### src/rtl/load_store_unit.sv
// load_store_unit: data-side initiator between the pipeline and the memory
// data port. Handles one byte/halfword/word access at a time. Sub-word stores
// are done as read-modify-write of the aligned word. Misaligned or
// out-of-range accesses are faulted without touching memory.
module load_store_unit #(
  parameter logic [31:0] DATA_TOP = 32'h0000_2FFC
) (
  input  logic        clk,
  input  logic        rst,
  input  logic        req_valid,
  output logic        req_ready,
  input  logic        req_write,
  input  logic [1:0]  req_size,
  input  logic        req_unsigned,
  input  logic [31:0] req_addr,
  input  logic [31:0] req_wdata,
  output logic        resp_valid,
  input  logic        resp_ready,
  output logic [31:0] resp_rdata,
  output logic        resp_fault,
  output logic [31:0] data_addr,
  output logic [31:0] data_in,
  output logic        mem_read,
  output logic        mem_write,
  input  logic [31:0] data_out
);

  typedef enum logic [1:0] {S_IDLE, S_READ, S_WRITE, S_RESP} state_t;

  state_t      r_state;
  state_t      w_next;

  logic        r_write;
  logic [1:0]  r_size;
  logic        r_unsigned;
  logic [1:0]  r_off;
  logic [31:0] r_wdata;
  logic [31:0] r_resp_rdata;
  logic        r_resp_fault;
  logic [31:0] r_data_addr;
  logic [31:0] r_data_in;

  logic        w_accept;
  logic        w_fault;
  logic [31:0] w_word_addr;

  // Pull the addressed lane out of a memory word and extend it to 32 bits.
  function automatic logic [31:0] f_extract(input logic [31:0] word,
                                            input logic [1:0]  size,
                                            input logic [1:0]  off,
                                            input logic        uns);
    logic [7:0]  b;
    logic [15:0] h;
    logic [31:0] res;
    case (off)
      2'd0:    b = word[7:0];
      2'd1:    b = word[15:8];
      2'd2:    b = word[23:16];
      default: b = word[31:24];
    endcase
    h = off[1] ? word[31:16] : word[15:0];
    case (size)
      2'b00:   res = uns ? {24'h0, b} : {{24{b[7]}}, b};
      2'b01:   res = uns ? {16'h0, h} : {{16{h[15]}}, h};
      default: res = word;
    endcase
    return res;
  endfunction

  // Replace the target lane of a word with the low bytes of the store data.
  function automatic logic [31:0] f_merge(input logic [31:0] word,
                                          input logic [31:0] wd,
                                          input logic [1:0]  size,
                                          input logic [1:0]  off);
    logic [31:0] m;
    m = word;
    if (size == 2'b00) begin
      case (off)
        2'd0:    m[7:0]   = wd[7:0];
        2'd1:    m[15:8]  = wd[7:0];
        2'd2:    m[23:16] = wd[7:0];
        default: m[31:24] = wd[7:0];
      endcase
    end else if (size == 2'b01) begin
      if (off[1]) m[31:16] = wd[15:0];
      else        m[15:0]  = wd[15:0];
    end else begin
      m = wd;
    end
    return m;
  endfunction

  assign w_accept    = req_valid && req_ready;
  assign w_word_addr = {req_addr[31:2], 2'b00};
  assign w_fault     = (req_size == 2'b11)
                    || ((req_size == 2'b01) && req_addr[0])
                    || ((req_size == 2'b10) && (req_addr[1:0] != 2'b00))
                    || (w_word_addr > DATA_TOP);

  // State register; reset forces IDLE so memory enables drop at once.
  always_ff @(posedge clk or posedge rst) begin
    if (rst) r_state <= S_IDLE;
    else     r_state <= w_next;
  end

  // Next-state selection.
  always_comb begin
    w_next = r_state;
    case (r_state)
      S_IDLE: begin
        if (w_accept) begin
          if (w_fault)                              w_next = S_RESP;
          else if (req_write && req_size == 2'b10)  w_next = S_WRITE;
          else                                      w_next = S_READ;
        end
      end
      S_READ:  w_next = r_write ? S_WRITE : S_RESP;
      S_WRITE: w_next = S_RESP;
      S_RESP:  if (resp_ready) w_next = S_IDLE;
      default: w_next = S_IDLE;
    endcase
  end

  // Handshake and memory enables decoded from the current state.
  always_comb begin
    req_ready  = 1'b0;
    resp_valid = 1'b0;
    mem_read   = 1'b0;
    mem_write  = 1'b0;
    case (r_state)
      S_IDLE:  req_ready  = !rst;
      S_READ:  mem_read   = 1'b1;
      S_WRITE: mem_write  = 1'b1;
      S_RESP:  resp_valid = 1'b1;
      default: ;
    endcase
  end

  // Request capture, read-data capture/merge and memory address/data registers.
  always_ff @(posedge clk or posedge rst) begin
    if (rst) begin
      r_write      <= 1'b0;
      r_size       <= 2'b00;
      r_unsigned   <= 1'b0;
      r_off        <= 2'b00;
      r_wdata      <= 32'h0;
      r_resp_rdata <= 32'h0;
      r_resp_fault <= 1'b0;
      r_data_addr  <= 32'h0;
      r_data_in    <= 32'h0;
    end else if (r_state == S_IDLE && w_accept) begin
      r_write      <= req_write;
      r_size       <= req_size;
      r_unsigned   <= req_unsigned;
      r_off        <= req_addr[1:0];
      r_wdata      <= req_wdata;
      r_resp_rdata <= 32'h0;
      r_resp_fault <= w_fault;
      if (!w_fault) begin
        r_data_addr <= w_word_addr;
        if (req_write && req_size == 2'b10) r_data_in <= req_wdata;
      end
    end else if (r_state == S_READ) begin
      if (r_write) r_data_in    <= f_merge(data_out, r_wdata, r_size, r_off);
      else         r_resp_rdata <= f_extract(data_out, r_size, r_off, r_unsigned);
    end
  end

  assign resp_rdata = r_resp_rdata;
  assign resp_fault = r_resp_fault;
  assign data_addr  = r_data_addr;
  assign data_in    = r_data_in;

endmodule
### config.mk
export PLATFORM = sky130hd
export DESIGN_NAME = load_store_unit
export DESIGN_NICKNAME = d
export VERILOG_FILES = /design/src/rtl/load_store_unit.sv
export SDC_FILE = /design/constraint.sdc
export NUM_CORES = 1
export LEC_CHECK = 0
export BUFFER_PORTS_ARGS = -buffer_cell sky130_fd_sc_hd__buf_2
export CAP_MARGIN = 20
export CORE_MARGIN = 5
export CORE_UTILIZATION = 47
export DETAILED_ROUTE_END_ITERATION = 6
export PLACE_DENSITY = 0.84
export REMOVE_ABC_BUFFERS = 1
export SYNTH_ARGS = -nofsm -noshare
export SYNTH_HDL_FRONTEND = slang
export SYNTH_SLANG_ARGS = --single-unit
### constraint.sdc
create_clock -name clk -period 4.2 [get_ports clk]
set_input_delay 0.42 -clock clk [delete_from_list [all_inputs] [get_ports clk]]
set_output_delay 0.42 -clock clk [all_outputs]
set_load 0.05 [all_outputs]
=== Word-level counts from Yosys, hierarchy flattened ===
Cells that the tools add are included.

* Bitwise operators: 1
* Shift-type cells: 0
* Multiply operators: 0
* Magnitude comparators: 1
* Multiplexer cells: 31
* Reduce and logical (&&, ||, !) cells: 20
* Equality and inequality tests: 14
* Add/sub/neg operators: 0
* Div/mod/pow operators: 0

{| class="wikitable"
|+ Operator list
! operator !! number
|-
| two-way mux 32 bit || 12
|-
| case mux 32 bit (2 select lines) || 1
|-
| two-way mux 16 bit || 3
|-
| greater-than comparator 32 x 14 -> 1 bit (second input constant) || 1
|-
| two-way mux 8 bit || 4
|-
| case mux 8 bit (3 select lines) || 1
|-
| equality test 2 bit (second input constant) || 5
|-
| equality test 2 x 1 -> 1 bit (second input constant) || 4
|-
| two-way mux 2 bit || 4
|-
| inequality test 2 bit (second input constant) || 4
|-
| case mux 2 bit (4 select lines) || 1
|-
| zero test 2 bit || 3
|-
| AND reduction 2 bit || 3
|-
| nonzero test 2 bit || 3
|-
| logical AND 1 bit || 5
|-
| two-way mux 1 bit || 5
|-
| AND reduction 4 bit || 1
|-
| logical OR 1 bit || 3
|-
| OR reduction 3 bit || 1
|-
| inequality test 2 x 1 -> 1 bit (second input constant) || 1
|-
| zero test 1 bit || 1
|-
| inverter 1 bit || 1
|}

* Output and inout port bits: 101
* Memory bits (read-only): 0
* Input bits: 104
* Logic and storage cells: 77
* Flip-flop bits (word level): 135
* Memories: 0
* Bits in latches: 0
* Bits in writable memories: 0

=== Longest topological paths before layout ===
Gate-level depths: netlist of run 1.

* Depth in word-level cells: 8
* Depth in mapped cells: 9

=== Worst setup path before layout of run 1 ===
No wires, ideal clock.

* Kind: register to register
* Start point: register r_state[0]
* End point: register r_data_in[11], in the netlist data_in[11]
* Arrival: 2.399 ns
* Cell stages (with the launch flop): 9
* Library setup time: 0.125 ns
* Slack: 1.676 ns
* Clock period less this slack: 2.524 ns
* Path buffers: 1
* Cells stage by stage: dfrtp_1 -> inv_1 -> ha_1 -> nor2b_2 -> nand2_1 -> and3_1 -> a31oi_2 -> buf_2 -> mux2_2

* Longest elaborated chain between the ends: 6
* Elaborated cells on any way between the ends: 11
* Classes of those cells: 3 x eq/ne; 2 x mux; 6 x reduce/logical

{| class="wikitable"
|+ Ends and longest elaborated chain
! what !! line !! source
|-
| start, declared || 30 || <nowiki>state_t r_state;</nowiki>
|-
| start signal, assigned || 103 || <nowiki>else r_state <= w_next;</nowiki>
|-
| zero test 2 bit (*) || 130 || <nowiki>case (r_state)</nowiki>
|-
| two-way mux 1 bit (*) || 130 ||
|-
| via req_ready || 11 || <nowiki>output logic req_ready,</nowiki>
|-
| logical AND 1 bit (*) || 93 || <nowiki>assign w_accept = req_valid && req_ready;</nowiki>
|-
| logical AND 1 bit (*) || 151 || <nowiki>end else if (r_state == S_IDLE && w_accept) begin</nowiki>
|-
| inequality test 2 bit (no source line) or nonzero test 2 bit (tied branches) || -- ||
|-
| AND reduction 4 bit (no source line) || -- ||
|-
| end signal, assigned || 161 || <nowiki>if (req_write && req_size == 2'b10) r_data_in <= req_wdata;</nowiki>
|-
| end signal, assigned || 164 || <nowiki>if (r_write) r_data_in <= f_merge(data_out, r_wdata, r_size, r_off);</nowiki>
|-
| end, declared || 41 || <nowiki>logic [31:0] r_data_in;</nowiki>
|}

Mark *: on every way through the listed nets, which the timed path passes. The rest lies on a longest branch.
A chain may end at the register's enable or synchronous reset.

=== Worst setup path after layout of run 1 ===
* Start point: register r_state[0]
* End point: register r_resp_rdata[19], in the netlist resp_rdata[19]

* Longest elaborated chain between the ends: 6
* Elaborated cells on any way between the ends: 9
* Classes of those cells: 2 x eq/ne; 2 x mux; 5 x reduce/logical

{| class="wikitable"
|+ Ends and longest elaborated chain
! what !! line !! source
|-
| zero test 2 bit || 130, 151 ||
|-
| two-way mux 1 bit || 130 ||
|-
| logical AND 1 bit || 93 ||
|-
| logical AND 1 bit || 151 ||
|-
| inequality test 2 x 1 -> 1 bit (no source line) or nonzero test 2 bit (tied branches) || -- ||
|-
| AND reduction 2 bit (no source line) || -- ||
|-
| end signal, assigned || 165 || <nowiki>else r_resp_rdata <= f_extract(data_out, r_size, r_off, r_unsigned);</nowiki>
|-
| end, declared || 38 || <nowiki>logic [31:0] r_resp_rdata;</nowiki>
|}

Several ways; a longest one is shown, not always the timed one.

==> metrics.txt, run 1 <==
core footprint=14400 um^2; worst-margin pin slew=1.14 ns; post-CTS resize count=0; complex-gate fraction of the synthesized area=16.8%; antenna viol nets, final=0; CTS Buf Count=17; Final Skew=0.00728 ns; synth unique cells=45; RePlAce Congestion=0.845; dpl cell area=8000 um^2; Fillers=1234; Worst VDD drop=538 uV; fin crit share=72.0%; Reg clk slew, reported paths=0.06 ns; FMAX=331 MHz; Residual DRC=1; final instance area=8600 um^2; Synth Register Bits=135; R2R Path Start=r_state[0]; worst reg2reg setup slack=1.18 ns; Storage cell area=3380 um^2; Post-synth EDFFs=0; family with the most delay on the worst path=compound AO/OA/AOI/OAI gates; clk sinks=135; Avg Inst Size Synth=10.1 um^2; combinational family with the most area after synthesis=compound AO/OA/AOI/OAI gates; Clock Path Buffers=2; multiplexer area fraction after synthesis=14.0%; Crit-path slowest cell=a2111oi_4; # port buffers=202; die height=131 um; simple-gate portion of the synthesized area=15.0%; CTS tree=done; Tightest Hold Check Type=in -> reg; number of global-route vias before repair=6334; Cell Area, Synth=6880 um^2; Worst Setup Path Type=reg -> reg; cells on worst reg2reg path=8; first-pass GRT wire length=33.4 mm; CP Cell Sequence=inv_1 > ha_1 > nor2b_2 > nand2_2 > buf_4 > nand2_1 > a2111oi_4 > a221o_1; Cell Pwr Density=859 nW/um^2; DRT Wirelength=21.3 mm; Setup crit end kind=flip-flop; unrepaired setup endpoints after global routing=false; post-route insts no fill=1058; Final Critical Period=3.02 ns; H-tree levels=4; die width=131 um; ys flop type=dfrtp_1; CP Max Fanout=33; Overall Power=7.39 mW; Critical Path Start=r_state[0]; worst path required time=4.56 ns; initial antenna violation count=0; GRT Overall Usage=25.2%; outcome=finished with violations; synth-to-layout area growth=25.1%; Worst path depth=8; Final #Nets=971; Max Cap Viol=0; Initial DRC Count=767; pin count of the biggest net entering global routing=109; post-DR wirelength/cell=20.2 um; cells after synthesis=678; via count=6210; worst path bufs/invs=2; Starting Density=47.7%; max_slew headroom=23.9%; Hold Buf Count CTS=0; Static Leakage=4.44 nW; root buffer cell=clkbuf_16; Synth async-reset ratio=100%; Slew Viols, Final=0; Inst Count DP=1026; postcts setup bufs=0; DR vias/cell=5.87; die area=17200 um^2; share of layout cells above drive strength 1=38.9%; endpoints failing hold=0; CP endpoint=resp_rdata[19]; Critical Path AT=3.38 ns; failing checks=DRC; drt first pass iters=7; detailed placement HPWL=14.9 mm; warnings from Yosys=0; Clock Latency Late Sink=0.43 ns; Post-Synth XOR/XNOR Area=0%; Multi-input gate area=3240 um^2; endpoints failing setup=0; sequential area share after synthesis=49.1%; n_diodes=0; gr ovfl total=0; CP Launch Type=flip-flop; worst r2r dst=resp_rdata[19]; Boundary Pins=205; Worst path max stage delay=1.10 ns; Synth Area in Adders=0.910%; FP Rows=44
[synth_stat cells (3+ instances only)]
cell        n  area [um^2]
a211oi_1   10         75.1
a21o_1      8         60.1
a21oi_1    32          160
a221o_1    17          170
a221oi_1    3         26.3
a222oi_1   16          160
and2b_1     4         30.0
and3_1      7         43.8
buf_1       4         15.0
buf_2      18         90.1
buf_4       6         45.0
clkbuf_1   22         82.6
dfrtp_1   135         3380
ha_1        5         62.6
inv_1       9         33.8
mux2_1      3         33.8
mux2_2     75          845
mux2i_1     6         60.1
nand2_1   138          518
nor2_1     35          131
nor2b_1    25          156
nor3_1     11         55.1
nor4_1      4         25.0
o21ai_0    34          170
o221a_2     6         67.6
o221ai_1   16          140
o22ai_1     8         50.1
[layout make-up]
type | instances | share of cell area, %
clock buffers | 23 | 5.79
clock inverters | 8 | 1.11
inverters | 10 | 0.495
multi-input cells | 482 | 37.6
flip-flops and latches | 135 | 39.3
well taps | 184 | 2.68
repair buffers | 216 | 13.0
[sequential cells by signal, indices dropped and copies added (netlist names)]
register,count
data_in,32
r_unsigned,1
r_wdata,32
resp_rdata,32
r_off,2
data_addr,30
r_state,2
r_size,2
resp_fault,1
r_write,1
[cells in the final DEF (no fill, tap or decap), drive strengths merged, types with 2 or more instances in the layout]
cell / instances
bufinv: 2
dfrtp: 135
ha: 5
clkbuf: 23
nor3: 11
o22ai: 8
a21o: 8
o21ai: 34
nand2: 140
clkinv: 5
clkinvlp: 2
nand2b: 2
inv: 9
and2: 2
a31oi: 2
a221o: 17
a211oi: 10
nor2: 35
a221oi: 3
o221ai: 16
a222oi: 16
o221a: 6
and3: 7
nor2b: 26
conb: 2
a21oi: 32
nor4: 4
buf: 216
mux2i: 6
and2b: 4
mux2: 78
[logic make-up (layout without fill, tap and decap cells)]
family | Yosys count | after routing
AOI/OAI and AO/OA | 156 | 156
adders and majority gates | 5 | 5
buffers and inverters | 62 | 257
DFF | 135 | 135
muxes | 85 | 85
other | 1 | 2
and+or+nand+nor | 234 | 234
[through the flow]
stage	hold WS [ns]	setup TNS (ns)	utilization [%]	setup slack, ns
6_report	0.198	0	59.6	1.18
4_1_cts	0.188	0	59.6	1.23
3_5_place_dp	0.466	0	55.4	1.24
2_1_floorplan	0.445	-34.28	-	-0.910
5_1_grt	0.213	0	59.6	1.01
3_3_place_gp	0.459	0	55.4	1.33
[power by group]
group          internal (mW)  total, mW  switching, mW
Sequential              1.77       2.20          0.435
Combinational           1.25       3.70           2.45
Clock                  0.944       1.49          0.543
[worst min path at each step]
stage,start,slack (ns),depth (start not counted),to
2_1_floorplan,r_wdata[16],0.44,2,r_wdata[16]
3_3_place_gp,r_wdata[17],0.46,2,r_wdata[17]
3_5_place_dp,r_wdata[21],0.47,2,r_wdata[21]
4_1_cts,req_wdata[24],0.19,3,r_wdata[24]
5_1_grt,req_wdata[27],0.21,3,r_wdata[27]
6_report,req_wdata[24],0.20,3,r_wdata[24]
[layer usage]
metal,global-route usage (%),share of wire (%)
met1,32.6,40
met2,40.3,48
met3,5.41,8.6
met4,12.6,3.4
met5,0,0
[tightest hold or removal path: cells and delay by family]
family                 cells  cell delay, ns
buffers and inverters      1            0.09
and+or+nand+nor            2            0.08
(Power assumes the default switching activity.)
==> run 2, diff against run 1 <==
==> constraint.sdc (replaced) <==
create_clock -name clk -period 2.65 [get_ports clk]
set_input_delay 0.265 -clock clk [delete_from_list [all_inputs] [get_ports clk]]
set_output_delay 0.265 -clock clk [all_outputs]
set_load 0.05 [all_outputs]
==> metrics.txt, run 2 (same netlist as run 1, synthesis figures left out) <==
outcome=finished with violations; failing checks=DRC, hold timing; sequential power share=28.1% (-1.7 points); # port buffers=202 (unchanged); share of layout cells above drive strength 1=40.2% (+1.3 points); Worst Setup Path Type=reg -> reg; family with the most delay on the worst path=simple AND/OR/NAND/NOR gates; root buffer cell=clkbuf_16; Int Power=6.59 mW (+66%); antenna viol nets, final=0 (unchanged); endpoints failing setup=0 (unchanged); initial antenna violation count=0 (unchanged); Residual DRC=11 (+10); Tightest Hold Check Type=in -> async; endpoints failing hold=40 (+40); drt first pass iters=7 (unchanged); post-CTS resize count=0 (unchanged); Critical Path Start=r_size[0]; Boundary Pins=205 (unchanged); Reg clk slew, reported paths=0.06 ns (about the same); Critical Path AT=2.76 ns (-0.62 ns); first-pass GRT wire length=33.4 mm (-0.10%); worst reg2reg setup slack=0.20 ns (-0.98 ns); Initial DRC Count=881 (+15%); switching power=5.52 mW (+61%); gr ovfl total=0 (unchanged); post-route insts no fill=1077 (+1.8%); Final #Nets=988 (+1.8%); Starting Density=47.7% (unchanged); combinational fraction of design power=50.6% (+0.5 points); pin count of the biggest net entering global routing=77 (-29%); fin crit share=92.5% (+20 points); synth-to-layout area growth=27.9%; Fin Setup TNS=0 ns (unchanged); Max Cap Viol=0 (unchanged); unrepaired setup endpoints after global routing=false; DR vias/cell=5.95 (+1.4%); CTS tree=done; R2R Path Start=r_size[0]; switching fraction of total power=45.6% (-0.82 points); FP Rows=44 (unchanged); Hold Slack=-0.0118 ns (-0.209 ns); H-tree levels=4 (unchanged); Slew Viols, Final=0 (unchanged); Cell Pwr Density=1380 nW/um^2 (+60%); Clock Path Buffers=2 (unchanged); Final Skew=0.00748 ns (+0.000201 ns); final core occ=61.0% (+1.4 points); RePlAce Congestion=0.830 (-1.8%); worst path bufs/invs=1 (-1); post-DR wirelength/cell=20.3 um (+0.44%); detailed placement HPWL=15.2 mm (+2.6%); clock power share=21.2% (+1.1 points); commonest non-fill, non-tap cells in the layout=buf_2, nand2_1, dfrtp_1, mux2_2; Worst VDD drop=849 uV (+58%); CP Max Fanout=16 (-52%); Clock Latency Late Sink=0.43 ns (about the same); Hold Buf Count CTS=0 (unchanged); GRT Overall Usage=25.4% (+0.16 points); clk sinks=135 (unchanged); Final Critical Period=2.45 ns (-0.575 ns); die height=131 um (unchanged); DRT Wirelength=21.8 mm (+2.2%); Static Leakage=4.56 nW (+2.7%); FMAX=408 MHz (+23%); via count=6411 (+3.2%); max_slew headroom=46.3% (+22 points); number of global-route vias before repair=6358 (+0.38%); Worst path max stage delay=0.50 ns (-0.60 ns); worst-margin pin slew=0.804 ns (-0.337 ns); most common cell after layout, fill and taps aside=buf_2; worst path required time=2.96 ns (-1.60 ns); die area=17200 um^2 (unchanged); CTS Buf Count=17 (unchanged); CP endpoint=data_in[15]; postcts setup bufs=0 (unchanged); worst r2r dst=data_in[15]; die width=131 um (unchanged); CP Launch Type=flip-flop; Crit-path slowest cell=nand2_1; CP Cell Sequence=nor2b_1 > buf_4 > nand2_1 > o221ai_1 > o21ai_0 > mux2_2; core footprint=14400 um^2 (unchanged); Worst path depth=6 (-2); cells on worst reg2reg path=6 (-2); Setup crit end kind=flip-flop; Inst Count DP=1043 (+1.7%)
## run 2: layout make-up
| class | count | area, um^2 |
|---|---|---|
| fillers | 1191 | 5630 |
| flip-flops and latches | 135 | 3380 |
| multi-input cells | 482 | 3240 |
| repair buffers | 233 | 1260 |
| clock buffers | 18 | 439 |
| well taps | 184 | 230 |
| clock inverters | 14 | 205 |
| inverters | 10 | 42.5 |
| diodes | 1 | 2.50 |
## run 2: per-layer routing
layer | track usage (%) | vias to the layer above | share of wire (%)
met3 | 5.85 | 74 | 9.3
met4 | 10.3 | 0 | 3.5
met1 | 33.1 | 3112 | 39
met2 | 41.1 | 388 | 49
li1 | - | 2837 | -
met5 | 0 | - | 0
## run 2: worst min path at each step
stage,endpoint,depth (start not counted),startpoint,slack (ns)
CTS,data_in[31],2,rst,0.008
global route,data_addr[9],2,rst,0.05
floorplan,r_off[0],2,req_addr[0],0.37
global placement,data_in[7],2,rst,0.45
finish,r_state[1],2,rst,-0.01
detailed placement,data_addr[22],2,rst,0.45
## run 2: stage by stage
| step | area [um^2] | setup WS [ns] | power [mW] |
|---|---|---|---|
| 6_report | 8800 | 0.200 | 12.1 |
| 5_1_grt | 8800 | 0.0555 | 12.7 |
| 4_1_cts | 8780 | 0.103 | 12.0 |
| 3_5_place_dp | 8140 | 0.172 | 9.41 |
| 3_3_place_gp | 8140 | 0.296 | 9.25 |
| 2_1_floorplan | 6630 | -2.46 | 7.58 |
## run 2: power groups by stage
stage               Clock, mW  Sequential, mW  Combinational (mW)
finish                   2.57            3.40                6.13
global route             2.68            3.47                6.53
CTS                      2.59            3.37                6.07
detailed placement          0            3.38                6.02
global placement            0            3.38                5.87
floorplan                   0            4.89                2.69
